**src/rtl/konwersja_pkg.sv**
```systemverilog
// Shared types and constants for the U2 -> ZM converter.
package konwersja_pkg;

  typedef enum logic [1:0] {
    IDLE = 2'd0,
    BUSY = 2'd1,
    DONE = 2'd2
  } state_t;

  localparam int KONW_BITS     = 32;
  localparam int KONW_MAX_BITS = 64;

  // Most negative U2 value of the given width (only bit bits-1 set); widths up to KONW_MAX_BITS.
  function automatic logic [KONW_MAX_BITS-1:0] most_negative(input int bits);
    logic [KONW_MAX_BITS-1:0] v;
    v            = '0;
    v[bits-1]    = 1'b1;
    return v;
  endfunction

endpackage

```
**src/rtl/konwersja_u2_zm.sv**
```systemverilog
// Two's complement to sign-magnitude converter, negatives negated bit-serially LSB first.
// Define KONW_U2ZM_FAST_EN to convert negatives in a single cycle with a parallel adder.
module konwersja_u2_zm
  import konwersja_pkg::*;
#(
  parameter int BITS = KONW_BITS
) (
  input  logic            i_clk,
  input  logic            i_rst_n,
  input  logic            i_start,
  input  logic [BITS-1:0] i_arg_A,
  output logic            o_busy,
  output logic            o_done,
  output logic [BITS-1:0] o_result,
  output logic            o_error
);

  localparam int CW = (BITS > 2) ? $clog2(BITS) : 1;
  localparam logic [BITS-1:0] MIN_NEG = BITS'(most_negative(BITS));

  state_t          state_q, state_d;
  logic [BITS-2:0] shreg_q, shreg_d;
  logic            seen_q, seen_d;
  logic [CW-1:0]   cnt_q, cnt_d;
  logic [BITS-1:0] res_q, res_d;
  logic            err_q, err_d;

`ifdef KONW_U2ZM_FAST_EN
  logic [BITS-2:0] mag_fast;
  assign mag_fast = (~i_arg_A[BITS-2:0]) + (BITS-1)'(1);
`endif

  always_ff @(posedge i_clk or negedge i_rst_n) begin
    if (!i_rst_n) begin
      state_q <= IDLE;
      shreg_q <= '0;
      seen_q  <= 1'b0;
      cnt_q   <= '0;
      res_q   <= '0;
      err_q   <= 1'b0;
    end else begin
      state_q <= state_d;
      shreg_q <= shreg_d;
      seen_q  <= seen_d;
      cnt_q   <= cnt_d;
      res_q   <= res_d;
      err_q   <= err_d;
    end
  end

  always_comb begin
    logic          out_bit;
    logic [BITS-1:0] shifted;
    state_d = state_q;
    shreg_d = shreg_q;
    seen_d  = seen_q;
    cnt_d   = cnt_q;
    res_d   = res_q;
    err_d   = err_q;
    // Copy bits up to and including the first 1, invert everything after it.
    out_bit = seen_q ^ shreg_q[0];
    shifted = {out_bit, shreg_q};
    case (state_q)
      IDLE: begin
        if (i_start) begin
          if (!i_arg_A[BITS-1]) begin
            res_d   = i_arg_A;
            err_d   = 1'b0;
            state_d = DONE;
          end else if (i_arg_A == MIN_NEG) begin
            res_d   = '0;
            err_d   = 1'b1;
            state_d = DONE;
          end else begin
`ifdef KONW_U2ZM_FAST_EN
            res_d   = {1'b1, mag_fast};
            err_d   = 1'b0;
            state_d = DONE;
`else
            shreg_d = i_arg_A[BITS-2:0];
            cnt_d   = '0;
            seen_d  = 1'b0;
            state_d = BUSY;
`endif
          end
        end
      end
      BUSY: begin
        // Result bits enter at the top, so after BITS-1 shifts the register holds the magnitude.
        shreg_d = shifted[BITS-1:1];
        seen_d  = seen_q | shreg_q[0];
        cnt_d   = cnt_q + CW'(1);
        if (cnt_q == CW'(BITS-2)) begin
          res_d   = {1'b1, shreg_d};
          err_d   = 1'b0;
          state_d = DONE;
        end
      end
      DONE:    state_d = IDLE;
      default: state_d = IDLE;
    endcase
  end

  assign o_busy   = (state_q != IDLE);
  assign o_done   = (state_q == DONE);
  assign o_result = res_q;
  assign o_error  = err_q;

endmodule

```
**config.mk**
```make
export PLATFORM = sky130hd
export DESIGN_NAME = konwersja_u2_zm
export DESIGN_NICKNAME = d
export VERILOG_FILES = /design/src/rtl/konwersja_pkg.sv /design/src/rtl/konwersja_u2_zm.sv
export SDC_FILE = /design/constraint.sdc
export NUM_CORES = 1
export LEC_CHECK = 0
export ABC_CLOCK_PERIOD_IN_PS = 3600
export CAP_MARGIN = 0
export CORE_MARGIN = 8
export CORE_UTILIZATION = 40
export DETAILED_ROUTE_END_ITERATION = 10
export SLEW_MARGIN = 25
export SYNTH_ARGS = -nofsm -noshare
export SYNTH_HDL_FRONTEND = slang
export SYNTH_SLANG_ARGS = --single-unit
```
**constraint.sdc**
```tcl
create_clock -name i_clk -period 3.6 [get_ports i_clk]
set_input_delay 0.72 -clock i_clk [delete_from_list [all_inputs] [get_ports i_clk]]
set_output_delay 0.72 -clock i_clk [all_outputs]
set_load 0.01 [all_outputs]
```
==> metrics.csv <==
stage,metric,value,unit
final_layout,Sequential cell area,0.00180,mm²
cts,htree depth,3,
logic_synthesis,Cells after Synth,370,
logic_synthesis,mux share of post-synthesis cell area,11.1,%
logic_synthesis,Synth Area in Compound Gates,9.63,%
power,Cell Pwr Density,793,mW/mm²
cts,worst skew pair latency,0.34,ns
placement,placed cells,525,
global_routing,vias in the first global route,3006,
sta,RSZ-0062 raised after global routing,no,
logic_synthesis,Yosys top cell area share,49.9,%
global_routing,initial antenna violation count,0,
logic_synthesis,synthesized cell area,0.00361,mm²
setup_path,Worst Setup End Kind,flop,
setup_path,critical-path cell list,"clkdlybuf4s50_1, nor4b_2, nand4_1, o21ai_2, a22o_4, buf_12, mux2_2",
sta,Max Clock Skew,0.00891,ns
sta,"Hold Vio Cnt, Final",0,
logic_synthesis,sequential element share of the synthesized area,49.9,%
setup_path,CP Max Fanout,19,
global_routing,first-pass GRT wire length,15200,µm
detailed_routing,Avg Vias per Cell,5.36,
logic_synthesis,largest area contributor in the netlist,dfrtp_1,
logic_synthesis,adder and majority cell fraction of the synthesized area,1.04,%
cts,CTS tree,built,
worst_hold_path,hold depth,1,
logic_synthesis,Yosys warnings,0,
setup_path,critical path's slowest cell,clkdlybuf4s50_1,
setup_path,CP bufs+invs,2,
logic_synthesis,Synth Area in Simple Gates,23.0,%
setup_path,crit-path max cell delay,0.64,ns
placement,gpl congestion,0.755,
sta,Period minus WS final,2.64,ns
sta,fin. max-slew vios,0,
power,P_leak,2.06,nW
final_layout,share of cells above drive strength 1,13.9,%
placement,port buffer count,69,
status,status,finished clean,
final_layout,count of filler cells inserted in the layout,833,
final_layout,area of the multi-input gates,0.00164,mm²
final_layout,Non-Filler Instances,541,
detailed_routing,drt first pass iters,4,
cts,Num CTS Buffers,9,
cts,CTS Root Cell,clkbuf_8,
sta,Setup TNS,0,ns
logic_synthesis,synth cell count leaders,"nand2_1 (97), dfrtp_1 (72), nand3_1 (66), o211ai_1 (31), mux2_2 (21)",
floorplan,IO Pins,70,
logic_synthesis,number of synthesized flops with an enable pin,0,
logic_synthesis,post-synthesis xor/xnor area fraction,0,%
floorplan,Rows,34,
logic_synthesis,Mapped Nets,408,
cts,Clock Sinks,72,
detailed_routing,DRC Markers,0,
setup_path,CP top delay family,buffers and inverters,
floorplan,core outline area,0.00876,mm²
global_routing,pin count of the biggest net entering global routing,104,
detailed_routing,DR vias,2900,
sta,fin crit share,73.4,%
detailed_routing,"wirelength, routed",8930,µm
global_routing,total track usage,14.7,%
cts,Resized Gates After CTS,0,
setup_path,Reg2Reg Depth,4,
final_layout,Antenna Cells,0,
detailed_routing,post-route ant nets,0,
cts,"Reg clk slew, reported paths",0.07,ns
logic_synthesis,Yosys cell types,31,
logic_synthesis,cell with the most instances after synthesis,nand2_1,
final_layout,Area Growth Syn to Fin,26.0,%
floorplan,die area,0.0123,mm²
setup_path,Crit path depth,7,
logic_synthesis,largest family of logic cells by synthesized area,simple AND/OR/NAND/NOR gates,
setup_path,Required @ worst endpoint,3.82,ns
sta,count of final setup violators,0,
logic_synthesis,Synth Area per Inst,9.77,µm²
sta,max_slew headroom,33.5,%
floorplan,Die Y,111,µm
final_layout,# nets final,466,
setup_path,WP data arrival,2.87,ns
cts,post-CTS setup buffer count,0,
placement,Detailed Place HPWL,6090,µm
sta,Tightest Pin Transition,0.997,ns
setup_path,critical path startpoint category,primary input,
global_routing,grt total ovfl,0,
detailed_routing,Avg WL per Cell,16.5,µm
logic_synthesis,Async SR Flop Fraction,100,%
logic_synthesis,Synth Flop Type,dfrtp_1,
logic_synthesis,Synth area leaders,"dfrtp_1 (50%), nand2_1 (10%), nand3_1 (9.1%)",
setup_path,WS Path Type,in2reg,
sta,FMAX,379,MHz
power,Peak VDD IR,0.333,mV
detailed_routing,DR iter-0 viols,110,
flow_run,max-cap violations,0,
cts,CTS Buffer Depth,2,
floorplan,Die Width,111,µm
cts,hold buffer count at CTS,0,
logic_synthesis,post-synthesis register bit count,72,
worst_hold_path,Hold Path Class,reg2reg,
floorplan,Starting Density,41.2,%
cell families after synthesis:
family,after synthesis
simple gates,184
flops,72
compound gates,45
buf+inv,33
mux,33
fa+ha+maj,3
worst paths after layout:
check	from	slack [ns]	endpoint
setup / recovery	i_arg_A[31]	0.96	o_result[27]
hold / removal	o_result[26]	0.50	o_result[26]
setup reg to reg	state_q[0]	1.42	o_result[27]
hold reg to reg	o_result[26]	0.50	o_result[26]
max in group asynchronous	i_rst_n	2.29	o_error
min in group asynchronous	i_rst_n	0.51	o_result[5]
layout make-up:
class	count	area share, %
Multi-Input combinational cell	265	36.0
Tap cell	108	2.97
Timing Repair Buffer	76	16.8
Clock inverter	3	0.879
Clock buffer	13	3.49
Sequential cell	72	39.6
Inverter	4	0.330
worst register-to-register path, cell delays in order, from the launching register on:
cell and delay (ns):
dfrtp_1 0.56, nor2b_2 0.74, a22o_4 0.24, buf_12 0.18
mux2_2 0.35
power breakdown:
group | switching, W | internal [W] | total (W)
sequential | 0.000221 | 0.00116 | 0.00138
clock | 0.000303 | 0.000357 | 0.000660
combinational | 0.000776 | 0.000790 | 0.00157
cell usage in the layout, fill, tap and decap left out, drive strengths merged, types with 3 or more instances in the layout:
cell / Yosys / layout
a32o: 3 / 3
buf: 14 / 8
clkbuf: 15 / 13
clkdlybuf4s50: 0 / 68
dfrtp: 72 / 72
ha: 3 / 3
inv: 4 / 4
mux2: 31 / 31
nand2: 97 / 97
nand3: 66 / 66
nor2b: 4 / 4
nor4: 7 / 7
o211ai: 32 / 32
o21ai: 4 / 4
per-layer routing:
metal / GRT usage (%) / wire (µm)
met2: 22.7 / 4120
met5: 0 / 0
met1: 19.5 / 4300
met4: 4.89 / 107
met3: 3.73 / 406
flip-flops by register name, indices dropped and copies added (netlist names):
| signal | flops |
|---|---|
| o_result | 32 |
| state_q | 2 |
| cnt_q | 5 |
| o_error | 1 |
| shreg_q | 31 |
| seen_q | 1 |
stage by stage:
stage / util (%) / hold slack (ns) / power (W) / area, µm² / setup WS [ns]
global route: 52.0 / 0.535 / 0.00389 / 4550 / 0.841
floorplan: - / 0.424 / 0.00237 / 3610 / 1.47
CTS: 52.0 / 0.514 / 0.00365 / 4550 / 0.951
finish: 52.0 / 0.503 / 0.00361 / 4550 / 0.959
detailed placement: 49.7 / 0.496 / 0.00298 / 4350 / 0.585
global placement: 49.7 / 0.476 / 0.00295 / 4350 / 0.604
(Power assumes the default switching activity.)
